<file path="src/rtl/flappy_pkg.sv">
// rtl/flappy_pkg.sv - shared state encodings, screen constants and BCD helper for the flappy game blocks
package flappy_pkg;

  typedef enum logic [2:0] {
    ST_IDLE = 3'b001,
    ST_PLAY = 3'b010,
    ST_LOST = 3'b100
  } state_t;

  localparam logic [9:0] FLOOR_Y    = 10'd460;
  localparam logic [9:0] DEF_BIRD_X = 10'd200;
  localparam logic [9:0] DEF_BIRD_W = 10'd20;
  localparam logic [9:0] DEF_BIRD_H = 10'd20;
  localparam logic [9:0] DEF_PIPE_W = 10'd50;
  localparam logic [9:0] DEF_GAP_H  = 10'd150;

  localparam int unsigned BCD_W = 12;
  localparam logic [BCD_W-1:0] BCD_MAX = 12'h999;

  // Three-digit BCD increment with per-digit carry; holds at 999.
  function automatic logic [BCD_W-1:0] bcd_inc3(input logic [BCD_W-1:0] v);
    logic [3:0] d2, d1, d0;
    {d2, d1, d0} = v;
    if (v != BCD_MAX) begin
      if (d0 != 4'd9) begin
        d0 = d0 + 4'd1;
      end else begin
        d0 = 4'd0;
        if (d1 != 4'd9) begin
          d1 = d1 + 4'd1;
        end else begin
          d1 = 4'd0;
          d2 = d2 + 4'd1;
        end
      end
    end
    return {d2, d1, d0};
  endfunction

endpackage

</file>
<file path="src/rtl/bcd_counter3.sv">
// rtl/bcd_counter3.sv - 3-digit saturating BCD counter with synchronous clear and increment
module bcd_counter3
  import flappy_pkg::*;
(
  input  logic             i_clk,
  input  logic             i_rst_n,
  input  logic             i_clr,
  input  logic             i_inc,
  output logic [BCD_W-1:0] o_count
);

  logic [BCD_W-1:0] r_count;

  // Clear wins over increment so a game restart always starts from zero.
  always_ff @(posedge i_clk or negedge i_rst_n) begin
    if (!i_rst_n) begin
      r_count <= '0;
    end else if (i_clr) begin
      r_count <= '0;
    end else if (i_inc) begin
      r_count <= bcd_inc3(r_count);
    end
  end

  assign o_count = r_count;

endmodule

</file>
<file path="src/rtl/pipe_collide.sv">
// rtl/pipe_collide.sv - bird/pipe collision, game-over and BCD scoring; PIPE_COLLIDE_HISCORE_EN adds a high-score register
module pipe_collide
  import flappy_pkg::*;
#(
  parameter logic [9:0]  BIRD_X     = DEF_BIRD_X,
  parameter logic [9:0]  BIRD_W     = DEF_BIRD_W,
  parameter logic [9:0]  BIRD_H     = DEF_BIRD_H,
  parameter logic [9:0]  PIPE_W     = DEF_PIPE_W,
  parameter logic [9:0]  GAP_H      = DEF_GAP_H,
  parameter logic [9:0]  FLOOR_LIM  = FLOOR_Y,
  parameter int unsigned HIT_CYCLES = 2
) (
  input  logic             Clk,
  input  logic             Reset,
  input  logic             Start,
  input  logic [9:0]       PipePosX,
  input  logic [9:0]       PipePosY,
  input  logic [9:0]       BirdPosY,
  output logic             Lost,
  output logic             ScoreTick,
  output logic [BCD_W-1:0] Score,
  output logic [BCD_W-1:0] HiScore
);

  localparam logic [3:0]  HIT_MAX  = 4'(HIT_CYCLES);
  localparam logic [10:0] BIRD_X_E = {1'b0, BIRD_X};
  localparam logic [10:0] BIRD_R_E = {1'b0, BIRD_X} + {1'b0, BIRD_W};

  state_t      r_state, w_state_nxt;
  logic [3:0]  r_hit_cnt, w_hit_nxt;
  logic [9:0]  r_prev_x;
  logic        r_tick, r_lost;

  logic [10:0] w_pipe_x, w_pipe_r, w_prev_r, w_gap_top, w_gap_bot, w_bird_top, w_bird_bot;
  logic        w_overlap, w_in_gap, w_collide, w_score_cond, w_score_evt, w_score_clr;

  // All geometry is widened to 11 bits so sums never wrap.
  assign w_pipe_x   = {1'b0, PipePosX};
  assign w_pipe_r   = {1'b0, PipePosX} + {1'b0, PIPE_W};
  assign w_prev_r   = {1'b0, r_prev_x} + {1'b0, PIPE_W};
  assign w_gap_top  = {1'b0, PipePosY};
  assign w_gap_bot  = {1'b0, PipePosY} + {1'b0, GAP_H};
  assign w_bird_top = {1'b0, BirdPosY};
  assign w_bird_bot = {1'b0, BirdPosY} + {1'b0, BIRD_H};

  assign w_overlap    = (w_pipe_x < BIRD_R_E) && (w_pipe_r > BIRD_X_E);
  assign w_in_gap     = (w_bird_top >= w_gap_top) && (w_bird_bot <= w_gap_bot);
  assign w_collide    = (w_overlap && !w_in_gap) || (w_bird_bot > {1'b0, FLOOR_LIM});
  // The PipePosX < PrevX term rejects the respawn jump from the left edge back to the right.
  assign w_score_cond = (w_prev_r >= BIRD_X_E) && (w_pipe_r < BIRD_X_E) && (PipePosX < r_prev_x);

  always_comb begin
    w_state_nxt = r_state;
    w_hit_nxt   = 4'd0;
    w_score_evt = 1'b0;
    unique case (r_state)
      ST_IDLE: begin
        if (Start) w_state_nxt = ST_PLAY;
      end
      ST_PLAY: begin
        w_score_evt = w_score_cond;
        if (w_collide) begin
          w_hit_nxt = (r_hit_cnt >= HIT_MAX) ? HIT_MAX : r_hit_cnt + 4'd1;
        end
        if (w_hit_nxt >= HIT_MAX) w_state_nxt = ST_LOST;
      end
      ST_LOST: begin
        if (!Start) w_state_nxt = ST_IDLE;
      end
      default: w_state_nxt = ST_IDLE;
    endcase
  end

  assign w_score_clr = (w_state_nxt == ST_IDLE);

  always_ff @(posedge Clk or negedge Reset) begin
    if (!Reset) begin
      r_state   <= ST_IDLE;
      r_hit_cnt <= 4'd0;
      r_prev_x  <= 10'd0;
      r_tick    <= 1'b0;
      r_lost    <= 1'b0;
    end else begin
      r_state   <= w_state_nxt;
      r_hit_cnt <= w_hit_nxt;
      r_prev_x  <= PipePosX;
      r_tick    <= w_score_evt;
      r_lost    <= (w_state_nxt == ST_LOST);
    end
  end

  bcd_counter3 u_score (
    .i_clk   (Clk),
    .i_rst_n (Reset),
    .i_clr   (w_score_clr),
    .i_inc   (w_score_evt),
    .o_count (Score)
  );

  assign Lost      = r_lost;
  assign ScoreTick = r_tick;

`ifdef PIPE_COLLIDE_HISCORE_EN
  logic [BCD_W-1:0] r_hi;
  logic [BCD_W-1:0] w_final;

  // A score event on the losing cycle still counts toward the final score.
  assign w_final = w_score_evt ? bcd_inc3(Score) : Score;

  always_ff @(posedge Clk or negedge Reset) begin
    if (!Reset) begin
      r_hi <= '0;
    end else if (r_state == ST_PLAY && w_state_nxt == ST_LOST && w_final > r_hi) begin
      r_hi <= w_final;
    end
  end

  assign HiScore = r_hi;
`else
  assign HiScore = '0;
`endif

endmodule

</file>
<file path="config.mk">
export PLATFORM = sky130hd
export DESIGN_NAME = pipe_collide
export DESIGN_NICKNAME = d
export VERILOG_FILES = /design/src/rtl/flappy_pkg.sv /design/src/rtl/bcd_counter3.sv /design/src/rtl/pipe_collide.sv
export SDC_FILE = /design/constraint.sdc
export NUM_CORES = 1
export LEC_CHECK = 0
export CORE_ASPECT_RATIO = 0.7
export CORE_UTILIZATION = 52
export DETAILED_ROUTE_END_ITERATION = 16
export PLACE_DENSITY = 0.8
export REMOVE_ABC_BUFFERS = 1
export SKIP_LAST_GASP = 1
export SLEW_MARGIN = 5
export SYNTH_ARGS = -nofsm -noshare
export SYNTH_HDL_FRONTEND = slang
export SYNTH_SLANG_ARGS = --single-unit
</file>
<file path="constraint.sdc">
create_clock -name Clk -period 3.1 [get_ports Clk]
set_clock_uncertainty 0.05 [all_clocks]
set_input_delay 0.465 -clock Clk [delete_from_list [all_inputs] [get_ports Clk]]
set_output_delay 0.465 -clock Clk [all_outputs]
set_load 0.01 [all_outputs]
</file>
==> metrics.md, run 1 <==
| Metric | Value |
|---|---|
| Status | finished, final reports clean |
| Worst hold slack | 0.446 ns |
| Seq. cell area | 777 sq um |
| Largest net degree at the start of global routing | 32 |
| Top post-synthesis cells by area | dfrtp_1, ha_1, a21oi_1 |
| Avg Cell Area, Syn | approximately 8.7 sq um |
| Max-slew violations | 0 |
| Max clock buf depth | 2 |
| Filler instances | 405 |
| H-tree depth | 2 |
| Hold Crit Class | reg -> reg |
| Average wire per standard cell | 15.8 um |
| First-pass GRT wire length | 12800 um |
| Seq cells post-synth | 31 |
| Initial antenna violation count | 0 |
| Setup violators final | 0 |
| Antenna violation net count after detailed routing | 0 |
| Setup WS pre-CTS | -0.376 ns |
| Count leader, synth | ha_1 |
| Number of CTS-inserted buffers | 5 |
| Crit start category | primary input |
| DR DRC count | 0 |
| Vias in the first global route | approximately 2700 |
| Crit end category | flop |
| Crit path time final | 2.97 ns |
| Setup TNS | 0 ns |
| Post-DP HPWL | between 5000 and 6000 um |
| Final #Nets | 485 |
| Yosys cell types | just under 60 |
| Via count | around 2800 |
| Total power | roughly 1.3 mW |
| Hold Fails Final Rpt | 0 |
| Site Rows | 22 |
| Syn Inst Count | ~330 |
| Final WL | 7640 um |
| Worst path max stage delay | about 0.51 ns |
| Total GRT Usage | 0.278 |
| Primary FF master, synth | dfrtp_1 |
| VDD IR max | between 200 and 250 uV |
| Warnings from Yosys | 0 |
| Cell family with most CP delay | buffers and inverters |
| Core Footprint | between 0.005 and 0.006 sq mm |
| Share of cells above drive strength 1 | 0.167 |
| PortBufs | 46 |
| Clock-pin slew on the worst setup and hold paths | roughly 0.06 ns |
| Clk root buf | clkbuf_8 |
| Clk Latency, worst-skew pair | between 0.2 and 0.3 ns |
| GRT Max-Usage Layer | met2 |
| Io pins | 59 |
| Crit path required time | 3.21 ns |
| Crit-path max FO | 10 |
| Area grow syn2layout | 31.2% |
| DR iter-0 viols | ~190 |
| Clock sinks | 31 |
| Top cell type's share of synthesized area | 0.260 |
| Die Ht | between 60 and 70 um |
| ANT cells | 0 |
| TritonCTS clock tree | built |
| Worst-path cell chain | clkdlybuf4s50_1 > buf_4 > inv_1 > ha_1 > inv_1 > ha_1 > nand4_1 > or4_1 > o311a_1 > a211oi_2 > buf_4 > o32ai_2 |
| Worst path bufs/invs | 5 |
| Utilization after layout | 0.718 |
| Max-cap violation count | 0 |
| Chip Width | roughly 91 um |
| Critical path's slowest cell | clkdlybuf4s50_1 |
| Top cells by instance count after synthesis | ha_1, dfrtp_1, inv_1 |
| PnR worst setup slack | approximately 0.13 ns |
| Initial Util | 0.547 |
| Post-synthesis sequential area ratio | 0.269 |
| Synth area leader | dfrtp_1 |
| Met3 usage in global routing | 0.0571 |
| RSZ-0062 raised after global routing | yes |
| EDFF count, synth | 0 |
| Cts hold-fix bufs | 0 |
| Met1 Use GR | 0.406 |
| Ys async rst share | 1.00 |
| Leak | between 1.5 and 2 nW |
| CP arrival | 3.08 ns |
| Synth Cell Area | 0.00289 sq mm |
| Pre-antenna DRT Iters | 4 |
| Multi-input logic area | around 0.0020 sq mm |
| Worst-Margin Slew | roughly 0.50 ns |
| Critical path class | in -> reg |
| Die area | just under 0.006 sq mm |
| Fmax | between 0.3 and 0.4 GHz |
| Slew HR | 0.668 |
| Via/cell ratio | roughly 5.7 |
| Power per Cell Area | 339 mW/mm^2 |
| Grt total ovfl | 0 |
| Tcrit/Tclk final | 0.957 |
| M2 GR Usage | 0.427 |
| Routability Congestion | slightly above 0.9 |
==> timing repair <==
| item | in CTS | in global routing |
|---|---|---|
| buffers inserted | 0 | 1 |
| pin swaps | 9 | 9 |
| gates resized for setup | 16 | 7 |
| gates cloned | 0 | 0 |
| endpoints found under the setup margin | 6 | 6 |
==> cell type report <==
| type | count | share of cell area |
|---|---|---|
| clock buffer | 8 | 0.0264 |
| inverter | 30 | 0.0297 |
| multi-input combinational | 261 | 0.523 |
| sequential | 31 | 0.205 |
| tap | 72 | 0.0237 |
| timing repair buffer | 82 | 0.193 |
==> metal layers <==
| layer | wire length (um) | vias to the layer above |
|---|---|---|
| met5 | 0 | - |
| met4 | 36 | 0 |
| met3 | 538 | 5 |
| met2 | 3350 | 90 |
| met1 | 3720 | 1315 |
| li1 | - | 1363 |
==> power by group <==
part           internal (mW)  leakage [nW]  switching (mW)  total, mW
combinational          0.207          1.24           0.254      0.462
clock                  0.203        0.0515           0.150      0.353
sequential             0.435         0.403          0.0373      0.473
total                  0.845          1.69           0.442       1.29
==> flip-flops by register name, summed over array words and instances, names as in the netlist <==
signal	cells
Lost	1
ScoreTick	1
r_hit_cnt	4
r_prev_x	10
r_state	3
u_score.o_count	12
==> cell usage in the layout, fill, tap and decap left out, drive strengths merged, types with 5 or more instances in the layout <==
cell type      count
a211oi             9
a21o               5
a21oi             26
a31oi              6
buf               36
clkbuf             8
clkdlybuf4s50     44
conb              13
dfrtp             30
ha                41
inv               30
nand2             21
nand2b             5
nand3              9
nand4              6
nor2              14
nor3               8
o21ai             16
o31ai              7
or4                9
xnor2             11
==> path summary, 6_finish.rpt <==
kind	startpoint	endpoint	slack (ns)	cells past startpoint
worst max register to register	r_prev_x[4]	u_score.o_count[4]	0.42	8
max in group asynchronous	Reset	r_state[0]	2.15	2
worst max-delay path	BirdPosY[2]	r_state[2]	0.13	12
worst min register to register	r_hit_cnt[0]	r_hit_cnt[0]	0.45	1
min in group asynchronous	Reset	u_score.o_count[7]	0.52	2
worst min-delay path	r_hit_cnt[0]	r_hit_cnt[0]	0.45	1
==> worst reg2reg max path: stages (launching register included) <==
cell       delay (ns)
dfrtp_1          0.41
inv_1            0.08
ha_1             0.30
a21o_1           0.18
a2111oi_2        0.35
o21ai_1          0.16
and2_1           0.33
or4_1            0.56
a21oi_1          0.18
==> stage by stage <==
stage	std cells	area, sq um
4_1_cts	483	3770
5_1_grt	484	3790
3_5_place_dp	475	3620
6_report	484	3790
3_3_place_gp	475	3620
2_1_floorplan	322	2800
==> logic make-up after synthesis <==
| family | Yosys count | synth area share |
|---|---|---|
| other | 1 | 0.00130 |
| buffers and inverters | 51 | 0.0852 |
| AND/OR/NAND/NOR | 94 | 0.181 |
| XOR/XNOR | 15 | 0.0454 |
| multiplexers | 2 | 0.00779 |
| adder cells (fa/ha/maj) | 41 | 0.177 |
| AO/OA/AOI/OAI | 96 | 0.233 |
| flip-flops | 31 | 0.269 |
Power figures use the tool's default switching activity.
==> run 2, diff against run 1 <==
- CORE_UTILIZATION: 52 -> 45
- CTS_CLUSTER_SIZE: default -> 16
- PLACE_DENSITY: 0.8 -> default
- PLACE_DENSITY_LB_ADDON: default -> 0.12
==> metrics.md, run 2 (synthesis results as in run 1) <==
| Metric | Value |
|---|---|
| Most common cell after layout, fill and taps aside | clkdlybuf4s50_1 |
| Grt total ovfl | 0 (unchanged) |
| Worst hold slack | 0.446 ns (+0.000105 ns) |
| Via count | 2819 (+1.7%) |
| Total power | 1.25 mW (-2.7%) |
| Post-DP HPWL | 5870 um (+0.75%) |
| DR top layer | met4 |
| Max clock buf depth | 2 (unchanged) |
| Initial Util | 0.465 (-0.0819) |
| Setup violators final | 0 (unchanged) |
| M1 wire length | 4010 um (+7.6%) |
| Site Rows | 24 (+9.1%) |
| Area grow syn2layout | 32.6% |
| Setup TNS | 0 ns (unchanged) |
| Die Ht | 69.1 um (+7.3%) |
| Antenna violation net count after detailed routing | 0 (unchanged) |
| Crit end category | flop |
| Tcrit/Tclk final | 0.959 (+0.00129) |
| Most frequent cells in the layout | clkdlybuf4s50_1, buf_4, ha_1 |
| Final #Nets | 491 (+1.2%) |
| Setup WS pre-CTS | -0.440 ns (-0.0639 ns) |
| TritonCTS clock tree | built |
| RSZ-0062 raised after global routing | yes |
| Share of cells above drive strength 1 | 0.175 (+0.00717) |
| PortBufs | 46 (unchanged) |
| Critical path class | in -> reg |
| Io pins | 59 (unchanged) |
| Core Footprint | 0.00622 sq mm (+18%) |
| Crit path required time | 3.24 ns (+0.03 ns) |
| Fmax | 0.337 GHz (-0.13%) |
| Met3 wire length | 394 um (-27%) |
| Initial antenna violation count | 0 (unchanged) |
| Clk root buf | clkbuf_8 |
| Average wire per standard cell | 15.2 um (-3.5%) |
| Non-Filler Instances | 496 (+2.5%) |
| VDD IR max | 154 uV (-33%) |
| DR DRC count | 2 (+2) |
| Clock-pin slew on the worst setup and hold paths | 0.07 ns (about the same) |
| H-tree depth | 2 (unchanged) |
| PnR worst setup slack | 0.128 ns (-0.00401 ns) |
| Slew HR | 0.643 (-0.0249) |
| First-pass GRT wire length | 12700 um (-1.1%) |
| Crit-path max FO | 6 (-4) |
| Hold Fails Final Rpt | 0 (unchanged) |
| Power per Cell Area | 326 mW/mm^2 (-3.8%) |
| Max-cap violation count | 0 (unchanged) |
| Hold Crit Class | reg -> reg |
| Max FFs per register | 12 (unchanged) |
| Clock sinks | 31 (unchanged) |
| Post-CTS Repair Setup Buffers | 0 (unchanged) |
| Status | finished with violations |
| Number of CTS-inserted buffers | 5 (unchanged) |
| Pre-antenna DRT Iters | 10 (+6) |
| Chip Width | 97.8 um (+7.3%) |
| Failing checks | design-rule violations |
| Via/cell ratio | 5.68 (-0.80%) |
| Die area | 0.00676 sq mm (+15%) |
| Cts hold-fix bufs | 0 (unchanged) |
| CP arrival | 3.11 ns (+0.03 ns) |
| Crit path time final | 2.97 ns (+0.00401 ns) |
| Met2 WL | 3130 um (-6.4%) |
| Leak | 1.71 nW (+1.0%) |
| Largest net degree at the start of global routing | 32 (unchanged) |
| Max-slew violations | 0 (unchanged) |
| Clk Latency, worst-skew pair | 0.28 ns (about the same) |
| Final WL | 7560 um (-1.2%) |
| Placed cell count | 488 (+2.7%) |
| Routability Congestion | 0.847 (-7.7%) |
| ANT cells | 0 (unchanged) |
| Total GRT Usage | 0.233 (-0.0444) |
| DR iter-0 viols | 179 (-6.3%) |
| Worst-Margin Slew | 0.534 ns (+0.0372 ns) |
| Crit start category | primary input |
| Vias in the first global route | 2662 (-2.5%) |
## run 2: area by class of cell
| cell class | instances | area, sq um |
|---|---|---|
| fillers | 552 | 2380 |
| multi-input cells | 261 | 1980 |
| flip-flops and latches | 31 | 777 |
| repair buffers | 88 | 777 |
| inverters | 30 | 113 |
| well taps | 78 | 97.6 |
| clock buffers | 7 | 86.3 |
| clock inverters | 1 | 5.00 |
## run 2: worst paths after layout
| path | start | end | slack, ns | cells after the start |
|---|---|---|---|---|
| max | BirdPosY[3] | r_hit_cnt[1] | 0.13 | 14 |
| min | r_hit_cnt[0] | r_hit_cnt[0] | 0.45 | 1 |
| max reg2reg | r_prev_x[4] | u_score.o_count[4] | 0.45 | 8 |
| min reg2reg | r_hit_cnt[0] | r_hit_cnt[0] | 0.45 | 1 |
| max in group asynchronous | Reset | r_state[0] | 2.13 | 2 |
| min in group asynchronous | Reset | r_prev_x[3] | 0.54 | 2 |
## run 2: per-stage QoR
step / util / area [sq um]
5_1_grt: 0.617 / 3830
4_1_cts: 0.612 / 3800
2_1_floorplan: - / 2800
3_3_place_gp: 0.591 / 3680
6_report: 0.617 / 3830
3_5_place_dp: 0.591 / 3680
## run 2: worst max-delay path, stage by stage
cell	delay, ns
clkdlybuf4s50_1	0.45
buf_4	0.17
a21oi_2	0.18
buf_4	0.15
nor2_1	0.04
xor2_1	0.16
ha_1	0.30
nand4_1	0.12
buf_4	0.16
o32ai_1	0.28
o311a_1	0.22
a211oi_2	0.04
buf_4	0.16
a211oi_1	0.20
## run 2: per-layer routing
metal | up-vias | track usage
met5 | - | 0
met4 | 0 | 0.0404
met3 | 4 | 0.0456
met2 | 79 | 0.324
met1 | 1359 | 0.370
li1 | 1377 | -
## run 2: what timing repair did
| item | 4_1_cts | 5_1_grt |
|---|---|---|
| pin swaps | 7 | 3 |
| resized for setup | 12 | 9 |
| setup endpoints to repair | 6 | 6 |
## run 2: report_power, final
group | switching (mW) | total [mW] | internal (mW) | leakage, nW
clock network | 0.155 | 0.334 | 0.179 | 0.0482
logic | 0.242 | 0.447 | 0.204 | 1.26
registers | 0.0355 | 0.471 | 0.435 | 0.403
==> run 3, diff against run 2 <==
==> constraint.sdc (replaced) <==
create_clock -name Clk -period 3.1 [get_ports Clk]
set_clock_uncertainty 0.05 [all_clocks]
set_input_delay 0.775 -clock Clk [delete_from_list [all_inputs] [get_ports Clk]]
set_output_delay 0.775 -clock Clk [all_outputs]
set_load 0.01 [all_outputs]
==> metrics.md, run 3 (synthesis results as in run 1) <==
| Metric | Value |
|---|---|
| CP arrival | 3.21 ns (+0.10 ns) |
| Failing checks | design-rule violations |
| Crit-path max FO | 6 (unchanged) |
| Via count | 2901 (+2.9%) |
| Share of cells above drive strength 1 | 0.262 (+0.0878) |
| Max-slew violations | 0 (unchanged) |
| PortBufs | 46 (unchanged) |
| Routability Congestion | 0.859 (+1.4%) |
| Status | finished with violations |
| First-pass GRT wire length | 13100 um (+2.9%) |
| Vias in the first global route | 2755 (+3.5%) |
| Reg2Reg Setup Slack | 0.69 ns (+0.24 ns) |
| Power per Cell Area | 316 mW/mm^2 (-3.3%) |
| Crit path required time | 3.22 ns (-0.02 ns) |
| Area grow syn2layout | 43.1% |
| Met3 wire length | 404 um (+2.5%) |
| Most common cell after layout, fill and taps aside | buf_4 |
| Met2 WL | 3460 um (+11%) |
| Tcrit/Tclk final | 0.998 (+0.0392) |
| Most frequent cells in the layout | buf_4, ha_1, clkdlybuf4s50_1 |
| Pre-antenna DRT Iters | 10 (unchanged) |
| Worst Setup SP | PipePosY[1] |
| Max clock buf depth | 2 (unchanged) |
| PnR worst setup slack | 0.00677 ns (-0.121 ns) |
| FF-to-FF path depth | 8 (unchanged) |
| Crit start category | primary input |
| Fmax | 0.323 GHz (-3.9%) |
| Reg2reg end | u_score.o_count[7] |
| Clk Latency, worst-skew pair | 0.28 ns (about the same) |
| Reg2reg start | r_prev_x[4] |
| DR top layer | met4 |
| Placed cell count | 506 (+3.7%) |
| Leak | 1.91 nW (+12%) |
| Number of CTS-inserted buffers | 5 (unchanged) |
| Hold depth | 1 (unchanged) |
| Site Rows | 24 (unchanged) |
| Final #Nets | 515 (+4.9%) |
| Hold_sp | r_hit_cnt[0] |
| ANT cells | 0 (unchanged) |
| CP Capture Point | r_state[2] |
| Grt total ovfl | 0 (unchanged) |
| Max-cap violation count | 0 (unchanged) |
| Largest net degree at the start of global routing | 32 (unchanged) |
| Max FFs per register | 12 (unchanged) |
| Io pins | 59 (unchanged) |
| Total GRT Usage | 0.242 (+0.00842) |
| Cts hold-fix bufs | 0 (unchanged) |
| M1 wire length | 4110 um (+2.6%) |
| Clock-pin slew on the worst setup and hold paths | 0.07 ns (about the same) |
| Via/cell ratio | 5.58 (-1.8%) |
| Post-DP HPWL | 6060 um (+3.3%) |
| Critical path class | in -> reg |
| Setup WS pre-CTS | -0.751 ns (-0.311 ns) |
| H-tree depth | 2 (unchanged) |
| TritonCTS clock tree | built |
| Area after DPL | 0.00381 sq mm (+3.7%) |
| DR iter-0 viols | 127 (-29%) |
| RSZ-0062 raised after global routing | yes |
| DR DRC count | 2 (unchanged) |
| Clk root buf | clkbuf_8 |
| Initial antenna violation count | 0 (unchanged) |
| Die area | 0.00676 sq mm (unchanged) |
| Non-Filler Instances | 520 (+4.8%) |
| Crit path time final | 3.09 ns (+0.121 ns) |
| Setup violators final | 0 (unchanged) |
| Finished Cell Area | 0.00414 sq mm (+7.9%) |
| Average wire per standard cell | 15.4 um (+1.3%) |
| Hold Crit Class | reg -> reg |
| Antenna violation net count after detailed routing | 0 (unchanged) |
| Utilization after layout | 0.665 (+0.0485) |
| Die Ht | 69.1 um (unchanged) |
| VDD IR max | 195 uV (+27%) |
| Chip Width | 97.8 um (unchanged) |
| Clock sinks | 31 (unchanged) |
| Hold Fails Final Rpt | 0 (unchanged) |
| Final WL | 8020 um (+6.2%) |
| Initial Util | 0.465 (unchanged) |
| Crit end category | flop |
| Core Footprint | 0.00622 sq mm (unchanged) |
==> run 3: cell count changes in the layout (fill, tap and decap cells not counted), moves of 3 or more <==
cell             before  now
dlymetal6s2s_1        0    4
xnor2_1              11    7
inv_4                 0    3
xnor2_2               0    3
buf_4                41   65
clkdlybuf4s50_1      44   33
clkbuf_2              0    3
==> run 3: per-stage QoR <==
step | setup TNS, ns | total power [mW] | hold WS [ns]
floorplan | -0.961 | 0.695 | 0.388
global placement | -4.86 | 0.907 | 0.417
detailed placement | -5.78 | 0.919 | 0.422
CTS | 0 | 1.28 | 0.434
global route | -0.308 | 1.38 | 0.476
finish | 0 | 1.31 | 0.435
==> run 3: critical path: stages <==
cell and delay, ns:
buf_8 0.08, inv_4 0.03, ha_4 0.14, o21a_1 0.21
nor3_4 0.23, o21ai_2 0.09, xnor2_2 0.15, ha_1 0.30
nand4_1 0.11, or4_1 0.52, o311a_1 0.16, a211oi_2 0.15
buf_4 0.19, o32ai_2 0.08
==> run 3: layer usage <==
| layer | global-route usage | vias to the layer above |
|---|---|---|
| met4 | 0.0471 | 0 |
| met3 | 0.0436 | 7 |
| met2 | 0.355 | 85 |
| met1 | 0.368 | 1385 |
| li1 | - | 1424 |
| met5 | 0 | - |
==> run 3: worst min path at each step <==
stage | slack, ns | to
6_report | 0.44 | r_hit_cnt[0]
5_1_grt | 0.48 | r_hit_cnt[0]
4_1_cts | 0.43 | r_hit_cnt[0]
3_5_place_dp | 0.42 | r_hit_cnt[0]
3_3_place_gp | 0.42 | r_hit_cnt[0]
2_1_floorplan | 0.39 | r_hit_cnt[0]
==> run 3: cell type report <==
type	count	area (sq um)
multi-input cells	261	2090
clock inverters	1	5.00
inverters	30	120
flip-flops and latches	31	777
well taps	78	97.6
fillers	526	2080
clock buffers	7	86.3
repair buffers	112	956
==> run 3: repair_timing <==
item / in CTS / in global routing
endpoints found under the setup margin: 6 / 11
pin swaps: 13 / 12
gates resized for setup: 38 / 33
setup buffers: 4 / 2
==> run 3: power breakdown <==
group / switching [mW] / internal [mW]
clock: 0.153 / 0.179
combinational: 0.267 / 0.235
sequential: 0.0365 / 0.435
